`config.mk`:
```
export PLATFORM = sky130hd
export DESIGN_NAME = ctrl_seq
export DESIGN_NICKNAME = d
export VERILOG_FILES = /design/src/rtl/ctrl_seq.sv
export SDC_FILE = /design/constraint.sdc
export NUM_CORES = 1
export LEC_CHECK = 0
export ABC_CLOCK_PERIOD_IN_PS = 3600
export CELL_PAD_IN_SITES_DETAIL_PLACEMENT = 1
export CELL_PAD_IN_SITES_GLOBAL_PLACEMENT = 2
export CORE_ASPECT_RATIO = 0.5
export CORE_MARGIN = 10
export CORE_UTILIZATION = 30
export DETAILED_ROUTE_END_ITERATION = 16
export HOLD_SLACK_MARGIN = 0.08
export PLACE_DENSITY_LB_ADDON = 0.15
export SLEW_MARGIN = 20
export SYNTH_ARGS = -nofsm -noshare
export SYNTH_HDL_FRONTEND = slang
export SYNTH_SLANG_ARGS = --single-unit
```
`constraint.sdc`:
```
create_clock -name clk -period 3.6 [get_ports clk]
set_input_delay 1.08 -clock clk [delete_from_list [all_inputs] [get_ports clk]]
set_output_delay 1.08 -clock clk [all_outputs]
set_load 0.05 [all_outputs]
```
`src/rtl/ctrl_seq.sv`:
```
// ctrl_seq -- small instruction sequencer for a nibble-oriented datapath.
//
// Accepts one instruction at a time through a valid/ready handshake, latches
// it into an instruction register (IR) and walks it through a fixed sequence
// of phases: DECODE, then either EXEC+WB (ALU ops), MEM (+WB for loads), HALT,
// or straight back to IDLE for unrecognised opcodes. Every decoded output is
// taken from the IR so the upstream source may change instr freely once the
// handshake has completed.
//
// Ports
//   clk          system clock, all state updates on the rising edge
//   rst_n        asynchronous active-low reset
//   instr        instruction word, opcode in the upper OPCODE_W bits
//   instr_valid  instr is being presented
//   instr_ready  sequencer is idle and will take instr this cycle
//   mem_req      memory request, held for every cycle spent in MEM
//   mem_we       write qualifier for mem_req (store-byte only)
//   mem_ack      memory access complete (ignored outside MEM)
//   addr_offset  latched operand, used as memory address offset
//   nibble_out   latched operand
//   reg_sel      latched operand, register select
//   reg16_src    upper half of latched operand
//   reg16_dst    lower half of latched operand
//   alu_op       latched opcode with its MSB stripped
//   alu_shamt    latched operand, ALU shift amount
//   alu_en       one-cycle ALU strobe
//   reg_we       one-cycle register write-back strobe
//   halted       sequencer is parked in HALT until reset
//   err          sticky memory-timeout flag, cleared only by reset

module ctrl_seq #(
  parameter int          OPCODE_W    = 4,
  parameter int          OPERAND_W   = 4,   // must be even and >= 2
  parameter int unsigned OPC_LDB     = 'hC,
  parameter int unsigned OPC_STB     = 'hD,
  parameter int unsigned OPC_HLT     = 'hF,
  parameter int          MEM_TIMEOUT = 15   // 1..255
) (
  input  logic                          clk,
  input  logic                          rst_n,
  input  logic [OPCODE_W+OPERAND_W-1:0] instr,
  input  logic                          instr_valid,
  output logic                          instr_ready,
  output logic                          mem_req,
  output logic                          mem_we,
  input  logic                          mem_ack,
  output logic [OPERAND_W-1:0]          addr_offset,
  output logic [OPERAND_W-1:0]          nibble_out,
  output logic [OPERAND_W-1:0]          reg_sel,
  output logic [OPERAND_W/2-1:0]        reg16_src,
  output logic [OPERAND_W/2-1:0]        reg16_dst,
  output logic [OPCODE_W-2:0]           alu_op,
  output logic [OPERAND_W-1:0]          alu_shamt,
  output logic                          alu_en,
  output logic                          reg_we,
  output logic                          halted,
  output logic                          err
);

  localparam int INSTR_W = OPCODE_W + OPERAND_W;
  localparam int HALF_W  = OPERAND_W / 2;

  // Opcode constants trimmed to the actual opcode width so comparisons
  // against the IR are width-exact for any parameterisation.
  localparam logic [OPCODE_W-1:0] LDB_CODE = OPCODE_W'(OPC_LDB);
  localparam logic [OPCODE_W-1:0] STB_CODE = OPCODE_W'(OPC_STB);
  localparam logic [OPCODE_W-1:0] HLT_CODE = OPCODE_W'(OPC_HLT);

  // The wait counter sees values 0..MEM_TIMEOUT-1 while still in MEM; the
  // cycle that starts with MEM_TIMEOUT-1 and gets no ack is the last one.
  localparam logic [7:0] TIMEOUT_LAST = 8'(MEM_TIMEOUT - 1);

  typedef enum logic [2:0] {
    ST_IDLE   = 3'd0,
    ST_DECODE = 3'd1,
    ST_EXEC   = 3'd2,
    ST_MEM    = 3'd3,
    ST_WB     = 3'd4,
    ST_HALT   = 3'd5
  } state_t;

  state_t               state_q, state_d;
  logic [INSTR_W-1:0]   ir_q, ir_d;
  logic [7:0]           wait_q, wait_d;
  logic                 err_q, err_d;
  logic                 alu_en_q, alu_en_d;
  logic                 reg_we_q, reg_we_d;
  logic                 mem_req_q, mem_req_d;
  logic                 mem_we_q, mem_we_d;

  logic [OPCODE_W-1:0]  ir_opcode;
  logic [OPERAND_W-1:0] ir_operand;
  logic                 is_ldb;
  logic                 is_stb;
  logic                 is_hlt;

  assign ir_opcode  = ir_q[INSTR_W-1 -: OPCODE_W];
  assign ir_operand = ir_q[OPERAND_W-1:0];

  assign is_ldb = (ir_opcode == LDB_CODE);
  assign is_stb = (ir_opcode == STB_CODE);
  assign is_hlt = (ir_opcode == HLT_CODE);

  // Next-state and datapath-register logic. The IR only loads on a handshake
  // in IDLE, so everything downstream sees a stable instruction for the whole
  // sequence. MEM exits on ack (honoured even on the very first MEM cycle) or
  // on timeout, which raises the sticky error flag and abandons the access.
  always_comb begin
    state_d = state_q;
    ir_d    = ir_q;
    wait_d  = wait_q;
    err_d   = err_q;

    case (state_q)
      ST_IDLE: begin
        if (instr_valid) begin
          ir_d    = instr;
          state_d = ST_DECODE;
        end
      end

      ST_DECODE: begin
        if (!ir_opcode[OPCODE_W-1]) begin
          state_d = ST_EXEC;
        end else if (is_ldb || is_stb) begin
          state_d = ST_MEM;
          wait_d  = 8'd0;
        end else if (is_hlt) begin
          state_d = ST_HALT;
        end else begin
          // Unrecognised opcode with MSB set: silently dropped.
          state_d = ST_IDLE;
        end
      end

      ST_EXEC: begin
        state_d = ST_WB;
      end

      ST_WB: begin
        state_d = ST_IDLE;
      end

      ST_MEM: begin
        if (mem_ack) begin
          state_d = is_stb ? ST_IDLE : ST_WB;
        end else if (wait_q == TIMEOUT_LAST) begin
          state_d = ST_IDLE;
          err_d   = 1'b1;
          wait_d  = wait_q + 8'd1;
        end else begin
          wait_d  = wait_q + 8'd1;
        end
      end

      ST_HALT: begin
        state_d = ST_HALT;
      end

      default: begin
        state_d = ST_IDLE;
      end
    endcase
  end

  // Strobes are computed from the upcoming state and registered, so each one
  // is a clean flop output that is high exactly while the matching state is
  // current (EXEC -> alu_en, WB -> reg_we, MEM -> mem_req/mem_we).
  always_comb begin
    alu_en_d  = (state_d == ST_EXEC);
    reg_we_d  = (state_d == ST_WB);
    mem_req_d = (state_d == ST_MEM);
    mem_we_d  = (state_d == ST_MEM) && is_stb;
  end

  // State and strobe registers. The asynchronous reset drops mem_req at once,
  // even in the middle of an outstanding access.
  always_ff @(posedge clk or negedge rst_n) begin
    if (!rst_n) begin
      state_q   <= ST_IDLE;
      ir_q      <= '0;
      wait_q    <= 8'd0;
      err_q     <= 1'b0;
      alu_en_q  <= 1'b0;
      reg_we_q  <= 1'b0;
      mem_req_q <= 1'b0;
      mem_we_q  <= 1'b0;
    end else begin
      state_q   <= state_d;
      ir_q      <= ir_d;
      wait_q    <= wait_d;
      err_q     <= err_d;
      alu_en_q  <= alu_en_d;
      reg_we_q  <= reg_we_d;
      mem_req_q <= mem_req_d;
      mem_we_q  <= mem_we_d;
    end
  end

  assign instr_ready = (state_q == ST_IDLE);
  assign halted      = (state_q == ST_HALT);
  assign err         = err_q;

  assign alu_en  = alu_en_q;
  assign reg_we  = reg_we_q;
  assign mem_req = mem_req_q;
  assign mem_we  = mem_we_q;

  assign addr_offset = ir_operand;
  assign nibble_out  = ir_operand;
  assign reg_sel     = ir_operand;
  assign alu_shamt   = ir_operand;
  assign reg16_src   = ir_operand[OPERAND_W-1 -: HALF_W];
  assign reg16_dst   = ir_operand[HALF_W-1:0];
  assign alu_op      = ir_opcode[OPCODE_W-2:0];

endmodule

```
Yosys cells after proc, flatten, opt, wreduce, memory -nomap -nowiden
Index checks and enable logic that the tools add are counted.
{"block": "classes", "add_sub_neg": 1, "mul": 0, "div_mod_pow": 0, "n_lt_le_gt_ge": 0, "eq_ne": 14, "shifts": 0, "muxes": 12, "bitwise": 1, "reduce_logical": 7}
{"cell": "8-bit two-way mux", "n": 3}
{"cell": "3-bit two-way mux", "n": 7}
{"cell": "8-bit case mux with 2 select lines", "n": 1}
{"cell": "3-bit case mux with 5 select lines", "n": 1}
{"cell": "3-bit by 2-bit equality test with 1-bit output, second input constant", "n": 4}
{"cell": "4-bit equality test, second input constant", "n": 3}
{"cell": "8-bit by 1-bit adder with 8-bit output, second input constant", "n": 1}
{"cell": "8-bit by 4-bit equality test with 1-bit output, second input constant", "n": 1}
{"cell": "3-bit equality test, second input constant", "n": 2}
{"cell": "2-bit != test, second input constant", "n": 3}
{"cell": "4-bit AND reduction", "n": 1}
{"cell": "3-bit by 1-bit equality test with 1-bit output, second input constant", "n": 1}
{"cell": "3-bit zero test", "n": 1}
{"cell": "3-bit AND reduction", "n": 1}
{"cell": "2-bit AND reduction", "n": 1}
{"cell": "2-bit nonzero test", "n": 1}
{"cell": "1-bit logical AND", "n": 1}
{"cell": "1-bit logical OR", "n": 1}
{"cell": "1-bit inverter", "n": 1}
{"block": "totals", "regBits": 24, "latch_bits": 0, "ramBits": 0, "romBits": 0, "inputBits": 12, "word_cells": 43, "mem_count": 0}

Logic depth before layout (Yosys ltp)
Gate-level depths: netlist (run 1).
{"block": "depth", "word_depth": 7, "mapped_depth": 5}

Least setup slack after synthesis (run 1)
OpenSTA, ideal clock, no wires.
{"block": "synth_timing", "path_kind": "reg2out", "startpoint": "reg state_q[2]", "endpoint": "out instr_ready", "t_arrival_ps": 1594, "path_slack_ps": 926, "stages_incl_launch_ff": 3, "path_buffers": 1, "cell_sequence": "dfrtp_1 > buf_4 > nor3_1"}
{"block": "synth_via", "elab_chain_cells": 1}
{"item": "start: declaration", "line": "82", "source": "state_t state_q, state_d;"}
{"item": "start signal: assignment", "line": "189", "source": "state_q <= state_d;"}
{"item": "3-bit zero test", "line": "200", "source": "assign instr_ready = (state_q == ST_IDLE);"}
{"item": "end: declaration", "line": "43", "source": "output logic instr_ready,"}
Every way passes these cells.

Worst setup path in the final report (run 1)
{"block": "layout_timing", "startpoint": "reg state_q[2]", "endpoint": "out halted"}
{"block": "layout_via", "elab_chain_cells": 1}
{"item": "3-bit equality test", "line": "201", "source": "assign halted = (state_q == ST_HALT);"}
{"item": "end: declaration", "line": "56", "source": "output logic halted,"}
Every way passes these cells.

==> run summary, run 1 <==
On the worst path, the slowest cell contributes a delay of just over 0.8 ns. The area of the die came out at ~7500 um2. The count of antenna-violating nets left after detailed routing came out at 0.

The total instance count after detailed placement came out at approximately 190. The number of filler cells placed in the layout came out at approximately 450. The total of warnings raised by yosys came out at 0.

The setup TNS is 0 ns. For the worst-skew pair, the clock arrives at the later sink with an insertion delay of 0.27 ns. Routability-driven placement finished with a final weighted congestion of between 0.7 and 0.8. The net count reported at finish is roughly 150. The HPWL after detailed placement is ~2300 um. The clock tree root buffer cell is clkbuf_8. The number of buffers and inverters on the critical path is 1. The number of setup buffers added after CTS is 0. The first-iteration detailed-routing DRC count came out at 12. The maximum buffer depth of the clock tree came out at 2. The floorplan has 16 rows. For the final database, setup skew stands at between 0.006 and 0.007 ns. The proportion of synthesized chip area in sequential cells is a little under half. The number of global-route vias before repair was ~950. The number of different library cells used by synthesis comes to 34. Setup repair after global routing left no endpoint under its margin. TritonCTS built the clock tree. For this block, the via count after detailed routing is between 900 and 1000. In this run the vertical extent of the chip is about 66 um. TritonCTS created 3 clock buffers. STA classifies the critical path endpoint as an output port. The signal on the critical path passes through and3b_1, clkdlybuf4s50_1. Counting flops with a built-in enable in the synthesized netlist gives 0. The net count of the mapped netlist came out at approximately 130.

After clock tree synthesis, the repair step resized 0 gates. For this run, asynchronously set or reset flops after synthesis account for 100%. After synthesis the netlist holds a flip-flop and latch count of 24.

The flow ran to the end, and the final reports show no timing, DRC or antenna violations. The critical path in this run is classified as reg2out. The worst path in the final design needs a cycle of between 2 and 3 ns, including I/O delays and setup.

Entering global routing, the biggest net connects 25 pins. The worst hold path belongs to the class reg2reg. The final routed DRC violation total is 0. In the synthesized netlist, the number of instances is around 120. For this design, the sink count on the clock tree is 24. Clock-pin slew was measured on the worst setup and hold paths at ~0.090 ns.

For the worst setup path, the data required time is 2.52 ns. STA classifies the critical path startpoint as a flop. The post-synthesis cell area is 1290 um2. The slowest cell on the critical path is clkdlybuf4s50_1. Dividing the detail-routed wire length by the instance count gives 15.5 um.

For the pin with the worst max-slew slack, the measured transition is 0.730 ns. The post-detailed-routing wire length is 2980 um. The headroom to the max-slew limit is between 50% and 60%. Of the available clock period, the critical path in the final layout requires 80.9%.

The final hold violation count is 0. The area of combinational cells with multiple inputs is 483 um2. The final number of max-transition violations came out at 0. The primary flip-flop cell chosen by synthesis mapping is dfrtp_1. The first-pass GRT wire length is ~5000 um. The initial antenna violation count came out at 0. The worst-path maximum fanout came out at 9. The first TritonRoute pass finished after 4 iterations. The filler-free cell count of the finished design is approximately 190. The worst hold slack is 0.463 ns. The vias per cell is ~4.8. The number of port buffers is slightly above 40.

Setup violations remaining at the end of the flow were counted as 0. The area occupied by registers came out at between 600 and 700 um2. The final standard cell utilization of the core came out at roughly two fifths. The fraction of final layout cells sized beyond drive strength 1 is between 10 and 15%. The area of the core is ~4000 um2. STA puts the critical path data arrival time at roughly 1.8 ns.

The overall die width is 113 um. Global routing used 7.94% of the available tracks. The final antenna diode count came out at 0. Based on the critical path, the design can be clocked at up to 0.343 GHz. The maximum level of the CTS H-tree came out at 1. The initial utilization of the core area, before any placement, comes to between 30% and 40%.

The leftover overflow at the end of global routing is 0. In this run, post-CTS hold repair placed 0 buffers. The average instance in the mapped netlist occupies 10.9 um2. The max-cap violation count is 0.

For this design the top-level I/O count stands at between 40 and 50. Among cell families on the critical path, the largest total delay comes from buffers and inverters. The area growth from synthesis to final layout is 28.2%.
layout by cell type (no fill, tap or decap), types with 2 or more instances in the layout:
cell | Yosys | routed
clkdlybuf4s50_1 | 0 | 41
ha_1 | 2 | 2
mux2_2 | 8 | 8
mux2i_1 | 2 | 2
nor3_1 | 3 | 3
dfrtp_1 | 24 | 24
nand2_1 | 4 | 4
or3_1 | 3 | 3
inv_1 | 4 | 4
nand3_1 | 3 | 3
nand4b_1 | 2 | 2
nand4_1 | 2 | 2
a21oi_1 | 5 | 5
nand3b_1 | 3 | 3
o21ai_0 | 7 | 7
nor2_1 | 3 | 3
clkbuf_8 | 0 | 3
area by class of cell:
class	count	area share, %
Clock buffer	3	2.49
Clock inverter	1	1.81
Inverter	4	0.907
Multi-Input combinational cell	64	29.2
Sequential cell	24	36.3
Tap cell	54	4.08
Timing Repair Buffer	42	25.2
worst paths after layout:
check / startpoint / to / slack [ns] / cells past startpoint
min: err$_DFFE_PN0P_ / err$_DFFE_PN0P_ / 0.46 / 1
max: state_q[2]$_DFF_PN0_ / halted / 0.69 / 2
max in group asynchronous: rst_n / alu_en$_DFF_PN0_ / 2.19 / 2
max reg2reg: state_q[2]$_DFF_PN0_ / wait_q[7]$_DFFE_PN0P_ / 1.67 / 3
min reg2reg: err$_DFFE_PN0P_ / err$_DFFE_PN0P_ / 0.46 / 1
min in group asynchronous: rst_n / mem_we$_DFF_PN0_ / 1.17 / 2
flip-flops by register name, indices dropped and copies added, names as in the netlist:
name     count
mem_req      1
wait_q       8
state_q      3
ir_q         8
alu_en       1
err          1
reg_we       1
mem_we       1
synth_stat cells (2+ instances only):
library cell / count / area, um2
a21oi_1: 5 / 25.0
buf_4: 25 / 188
dfrtp_1: 24 / 601
ha_1: 2 / 25.0
inv_1: 4 / 15.0
mux2_2: 8 / 90.1
mux2i_1: 2 / 20.0
nand2_1: 4 / 15.0
nand3_1: 3 / 15.0
nand3b_1: 3 / 22.5
nand4_1: 2 / 12.5
nand4b_1: 2 / 17.5
nor2_1: 3 / 11.3
nor3_1: 3 / 15.0
o21ai_0: 7 / 35.0
or3_1: 3 / 18.8
logic make-up (layout without fill, tap and decap cells):
| logic type | Yosys count | after routing | share of synthesized area [%] |
|---|---|---|---|
| simple gates | 34 | 34 | 18.4 |
| compound gates | 18 | 18 | 8.53 |
| fa+ha+maj | 2 | 2 | 1.94 |
| flops | 24 | 24 | 46.5 |
| buf+inv | 30 | 50 | 16.1 |
| mux | 10 | 10 | 8.53 |
stage by stage:
| step | worst slack (ns) | cell area [um2] |
|---|---|---|
| after detailed placement | 0.654 | 1580 |
| after global routing | 0.581 | 1660 |
| after global placement | 0.705 | 1580 |
| after CTS | 0.650 | 1660 |
| final | 0.687 | 1660 |
| after floorplan | 0.926 | 1290 |
metal layers:
layer  vias to the layer above  share of wire [%]  wire [um]  GRT usage, %
li1                        440                  -          -             -
met1                       442                 49       1460          9.72
met2                        30                 42       1250          12.5
met3                         2                8.8        263          3.89
met4                         0               0.27          8          1.42
met5                         -                  0          0             0
Power of run 1 is not shown: default switching activity piles up to over one toggle a cycle in this logic, so the estimate is an artifact.
==> inputs of run 2 (changes only) <==
--- a/config.mk
+++ b/config.mk
@@ -5,12 +5,12 @@
 export SDC_FILE = /design/constraint.sdc
 export NUM_CORES = 1
 export LEC_CHECK = 0
-export ABC_CLOCK_PERIOD_IN_PS = 3600
+export ABC_CLOCK_PERIOD_IN_PS = 2820
 export CELL_PAD_IN_SITES_DETAIL_PLACEMENT = 1
 export CELL_PAD_IN_SITES_GLOBAL_PLACEMENT = 2
 export CORE_ASPECT_RATIO = 0.5
 export CORE_MARGIN = 10
-export CORE_UTILIZATION = 30
+export CORE_UTILIZATION = 28
 export DETAILED_ROUTE_END_ITERATION = 16
 export HOLD_SLACK_MARGIN = 0.08
 export PLACE_DENSITY_LB_ADDON = 0.15
==> constraint.sdc (replaced) <==
create_clock -name clk -period 2.82 [get_ports clk]
set_input_delay 0.846 -clock clk [delete_from_list [all_inputs] [get_ports clk]]
set_output_delay 0.846 -clock clk [all_outputs]
set_load 0.05 [all_outputs]
==> run summary, run 2 (synthesized netlist as in run 1, its figures left out) <==
The maximum level of the CTS H-tree came to 1 (unchanged). The count of antenna-violating nets left after detailed routing is 0 (unchanged). The worst-path maximum fanout is 9 (unchanged). The final worst clock skew is 0.00339 ns (was 0.00642 ns).

The vertical die dimension is 68.0 um (was 66.4 um). The most frequent standard cell in the layout excluding fill and tap cells is clkdlybuf4s50_1 (unchanged). The CTS buffer count came out at 3 (unchanged). The final hold violation count came to 0 (unchanged).

The share of the clock period used by the worst path after layout came out at between 90% and 100%. The area growth from synthesis to final layout is 29.0% (was 28.2%). The clock transition at the registers of the reported paths is 0.09 ns (about the same). The leftover overflow at the end of global routing is 0 (unchanged). The overall die width is 116 um (was 113 um). The number of buffers inserted for hold repair after clock tree synthesis was 0 (unchanged).

The weighted congestion reported at the end of routability-driven placement came to 0.735 (was 0.734). The depth of the worst register-to-register path is 5 (was 3). The worst flop-to-flop path startpoint is wait_q[0]$_DFFE_PN0P_ (was state_q[2]$_DFF_PN0_). The launching instance or port of the critical path was state_q[2]$_DFF_PN0_ (unchanged). The setup TNS was 0 ns (unchanged). The post-CTS setup buffer count came out at 0 (unchanged). The max-cap violation count came out at 0 (unchanged). The slew at the pin closest to its max-slew limit is 0.727 ns (was 0.730 ns). The clock tree root buffer cell is clkbuf_8 (unchanged). Most used cells in the layout excluding fill and tap cells: 41 x clkdlybuf4s50_1, 24 x dfrtp_1, 8 x mux2_2 (unchanged). The pin count of the biggest net entering global routing is 25 (unchanged). The post-detailed-routing wire length came out at 3070 um (was 2980 um). The final antenna diode count is 0 (unchanged). The net count reported at finish is 156 (was 153). The post-cts gate resize count came to 0 (unchanged). The detailed-router iteration count before antenna repair came out at 3 (was 4). The initial antenna violation count is 0 (unchanged). The count of boundary I/O pins was 42 (unchanged). The number of global-route vias before repair is 986 (was 953). The headroom to the max-slew limit came to 50.9% (was 50.7%). The path type of the worst min-delay path is reg2reg (unchanged). The via total after detailed routing came to 922 (was 914). The final number of max-transition violations came out at 0 (unchanged).

The final routed DRC violation total is 0 (unchanged). The area of the die came out at 7890 um2 (was 7490 um2). The clock tree from TritonCTS is yes (unchanged). The category of the worst setup path capture point is an output port (unchanged). The starting density of the core was 29.2% (was 32.1%). The capture instance of the worst register-to-register path is state_q[0]$_DFF_PN0_ (was wait_q[7]$_DFFE_PN0P_). The number of sinks handled by clock tree synthesis came out at 24 (unchanged). The post-DP HPWL is 2420 um (was 2260 um). The wire length per cell came to 15.5 um (about the same). The fraction of final layout cells sized beyond drive strength 1 came to 13.5% (was 11.6%). The reg2reg setup slack was 1.08 ns (was 1.67 ns). The first-iteration detailed-routing DRC count came to 13 (was 12). The worst hold slack was 0.469 ns (was 0.463 ns). The area of the core is 4420 um2 (was 4020 um2). The timing endpoint of the critical path is instr_ready (was halted). The smallest clock period supported by the final layout is computed as 2.66 ns. The clock insertion delay at the later pin of the skew report is 0.27 ns (about the same). The all-layer global routing usage came out at 7.91% (was 7.94%). The number of port buffers was 41 (unchanged). The classification of the worst setup path is reg2out (unchanged).

The vias per cell was 4.66 (was 4.76). The final setup violation count is 0 (unchanged). The placement row count is 17 (was 16). The category of the worst setup path launch point is a flop (unchanged). Status: complete, no violations (unchanged). The required arrival time at the worst endpoint came out at 1.97 ns (was 2.52 ns). The worst endpoint data arrival time is 1.81 ns (was 1.83 ns). The maximum achievable frequency is 0.377 GHz.

The maximum buffer depth of the clock tree is 2 (unchanged). The first-pass GRT wire length came out at 4910 um (about the same). Regs by FF count: ir_q: 8 flops, wait_q: 8 flops, state_q: 3 flops (unchanged).

Unrepaired setup endpoints after global routing: no (unchanged).
-- run 2: changes by cell type in the layout (fill, tap and decap cells not counted) --
cell	previous run	this run
buf_4	1	4
bufinv_16	1	0
clkbuf_8	3	4
-- run 2: final cells by class --
class	count	area, um2
Timing Repair Buffer	45	440
Clock buffer	4	55.1
Inverter	4	15.0
Sequential cell	24	601
Multi-Input combinational cell	64	483
Tap cell	57	71.3
Fill cell	492	2760
-- run 2: per-stage QoR --
| step | cell area [um2] | worst slack [ns] | std cells | util (%) |
|---|---|---|---|---|
| floorplan | 1290 | 0.380 | 118 | - |
| global placement | 1610 | 0.357 | 194 | 36.4 |
| detailed placement | 1610 | 0.308 | 194 | 36.4 |
| CTS | 1670 | 0.127 | 198 | 37.6 |
| global route | 1670 | 0.0635 | 198 | 37.6 |
| finish | 1670 | 0.165 | 198 | 37.6 |
-- run 2: critical path: stages (launching register included) --
cell,delay (ns)
dfrtp_1,0.49
nor3_1,0.22
clkdlybuf4s50_1,0.83
-- run 2: per-layer routing --
layer,global-route usage (%),part of all wire [%]
met5,0,0
met3,3.14,8.1
met4,2.32,0.94
met1,9.03,47
met2,13.7,44
-- run 2: how the worst min path moves through the flow --
stage	startpoint	end	slack (ns)	cells after the start
floorplan	wait_q[6]$_DFFE_PN0P_	wait_q[6]$_DFFE_PN0P_	0.46	1
finish	err$_DFFE_PN0P_	err$_DFFE_PN0P_	0.47	1
detailed placement	err$_DFFE_PN0P_	err$_DFFE_PN0P_	0.46	1
global route	err$_DFFE_PN0P_	err$_DFFE_PN0P_	0.50	1
global placement	err$_DFFE_PN0P_	err$_DFFE_PN0P_	0.44	1
CTS	err$_DFFE_PN0P_	err$_DFFE_PN0P_	0.48	1
Power of run 2 is left out for the same reason.
==> inputs of run 3 (changes only) <==
--- a/config.mk
+++ b/config.mk
@@ -8,7 +8,6 @@
 export ABC_CLOCK_PERIOD_IN_PS = 2820
 export CELL_PAD_IN_SITES_DETAIL_PLACEMENT = 1
 export CELL_PAD_IN_SITES_GLOBAL_PLACEMENT = 2
-export CORE_ASPECT_RATIO = 0.5
 export CORE_MARGIN = 10
 export CORE_UTILIZATION = 28
 export DETAILED_ROUTE_END_ITERATION = 16
==> run summary, run 3 (synthesized netlist as in run 1, its figures left out) <==
The global routing's busiest layer is met2 (unchanged). The fraction of final layout cells sized beyond drive strength 1 is 13.5% (unchanged). The vertical die dimension is 87.9 um (was 68.0 um). The met2 demand-to-capacity share in global routing came out at 14.3% (was 13.7%). The number of filler cells placed in the layout is 485 (was 492). The final hold violation count is 0 (unchanged). The number of port buffers came out at 41 (unchanged). The reg2reg setup slack is 1.04 ns (was 1.08 ns). The required arrival time at the worst endpoint came out at 1.97 ns (about the same).

The count of boundary I/O pins is 42 (unchanged). The first-iteration detailed-routing DRC count came to 16 (was 13). The detailed-router iteration count before antenna repair came out at 4 (was 3). The maximum level of the CTS H-tree is 1 (unchanged).

The clock tree from TritonCTS is yes (unchanged). The path type of the worst min-delay path is reg2reg (unchanged). The setup TNS is 0 ns (unchanged).

The area of the die came out at 7730 um2 (was 7890 um2). The worst-path maximum fanout is 9 (unchanged). The final setup violation count came to 0 (unchanged). The clock tree root buffer cell is clkbuf_8 (unchanged). The pin count of the biggest net entering global routing is 25 (unchanged). The all-layer global routing usage came to 8.39% (was 7.91%). The final antenna diode count came out at 0 (unchanged). The vias per cell came to 4.87 (was 4.66). The category of the worst setup path launch point was a flop (unchanged). Status: complete, no violations (unchanged).

The maximum achievable frequency came to 0.372 GHz (was 0.377 GHz). The wire length per cell came to 16.2 um (was 15.5 um). The net count reported at finish came out at 156 (unchanged). The first-pass GRT wire length was 5180 um (was 4910 um).

Unrepaired setup endpoints after global routing: no (unchanged). The classification of the worst setup path is reg2out (unchanged). Regs by FF count: ir_q: 8 flops, wait_q: 8 flops, state_q: 3 flops (unchanged). The final routed DRC violation total was 0 (unchanged). The area growth from synthesis to final layout is 28.5% (was 29.0%). The maximum buffer depth of the clock tree came to 2 (unchanged).

The placement row count came out at 24 (was 17). The initial antenna violation count came to 0 (unchanged). The most frequent standard cell in the layout excluding fill and tap cells is clkdlybuf4s50_1 (unchanged). The post-detailed-routing wire length was 3130 um (was 3070 um). The via total after detailed routing is 939 (was 922).

The post-CTS setup buffer count is 0 (unchanged). The CTS buffer count is 3 (unchanged). The leftover overflow at the end of global routing was 0 (unchanged). The share of the clock period used by the worst path after layout was 95.2% (was 94.2%). The final number of max-transition violations is 0 (unchanged). The starting density of the core is 29.3% (was 29.2%).

The headroom to the max-slew limit is 52.0% (was 50.9%). The fraction of met1 tracks used by global routing came out at 9.15% (was 9.03%). The category of the worst setup path capture point was an output port (unchanged). The final worst clock skew came out at 0.00181 ns (was 0.00339 ns). The post-route minimum period is 2.69 ns (was 2.66 ns). The overall die width is 87.9 um (was 116 um). The count of antenna-violating nets left after detailed routing came out at 0 (unchanged).

The worst endpoint data arrival time is 1.84 ns (was 1.81 ns). The area of the core is 4410 um2 (was 4420 um2). The number of sinks handled by clock tree synthesis came out at 24 (unchanged). The number of global-route vias before repair came to 996 (was 986). The post-DP HPWL came out at 2460 um (was 2420 um). The clock insertion delay at the later pin of the skew report came out at 0.27 ns (about the same). The post-cts gate resize count is 0 (unchanged). The max-cap violation count came out at 0 (unchanged). The slew at the pin closest to its max-slew limit came out at 0.710 ns (was 0.727 ns). The weighted congestion reported at the end of routability-driven placement was 0.696 (was 0.735). The clock transition at the registers of the reported paths came to 0.09 ns (about the same). Most used cells in the layout excluding fill and tap cells: 41 x clkdlybuf4s50_1, 24 x dfrtp_1, 8 x mux2_2 (unchanged).

The number of buffers inserted for hold repair after clock tree synthesis came out at 0 (unchanged). The met3 capacity usage during global routing is 3.99% (was 3.14%).
## run 3: per-stage QoR
step	area (um2)	hold WS, ns	setup slack [ns]	utilization (%)	std cells
floorplan	1290	0.456	0.380	-	118
global placement	1600	0.441	0.311	36.3	189
detailed placement	1600	0.457	0.272	36.3	189
CTS	1660	0.478	0.114	37.6	193
global route	1660	0.519	0.0246	37.6	193
finish	1660	0.473	0.135	37.6	193
## run 3: layout make-up
type,count,area [um2],share of cell area [%]
multi-input combinational,64,483,29.1
tap,52,65.1,3.92
sequential,24,601,36.2
clock buffer,4,55.1,3.32
timing repair buffer,45,440,26.5
inverter,4,15.0,0.905
## run 3: layer usage
| metal | vias to the layer above | wire (um) |
|---|---|---|
| li1 | 445 | - |
| met1 | 469 | 1220 |
| met2 | 23 | 1610 |
| met3 | 2 | 279 |
| met4 | 0 | 19 |
| met5 | - | 0 |
## run 3: worst paths after layout
| path | start | to | cells after the start |
|---|---|---|---|
| max | state_q[2]$_DFF_PN0_ | instr_ready | 2 |
| min | err$_DFFE_PN0P_ | err$_DFFE_PN0P_ | 1 |
| max reg2reg | state_q[2]$_DFF_PN0_ | wait_q[4]$_DFFE_PN0P_ | 4 |
| min reg2reg | err$_DFFE_PN0P_ | err$_DFFE_PN0P_ | 1 |
| max in group asynchronous | rst_n | wait_q[3]$_DFFE_PN0P_ | 2 |
| min in group asynchronous | rst_n | state_q[2]$_DFF_PN0_ | 2 |
## run 3: worst max-delay path: stages, from the launching register on
cell	delay, ns
dfrtp_1	0.51
nor3_1	0.23
clkdlybuf4s50_1	0.83
Power of run 3 is left out for the same reason.
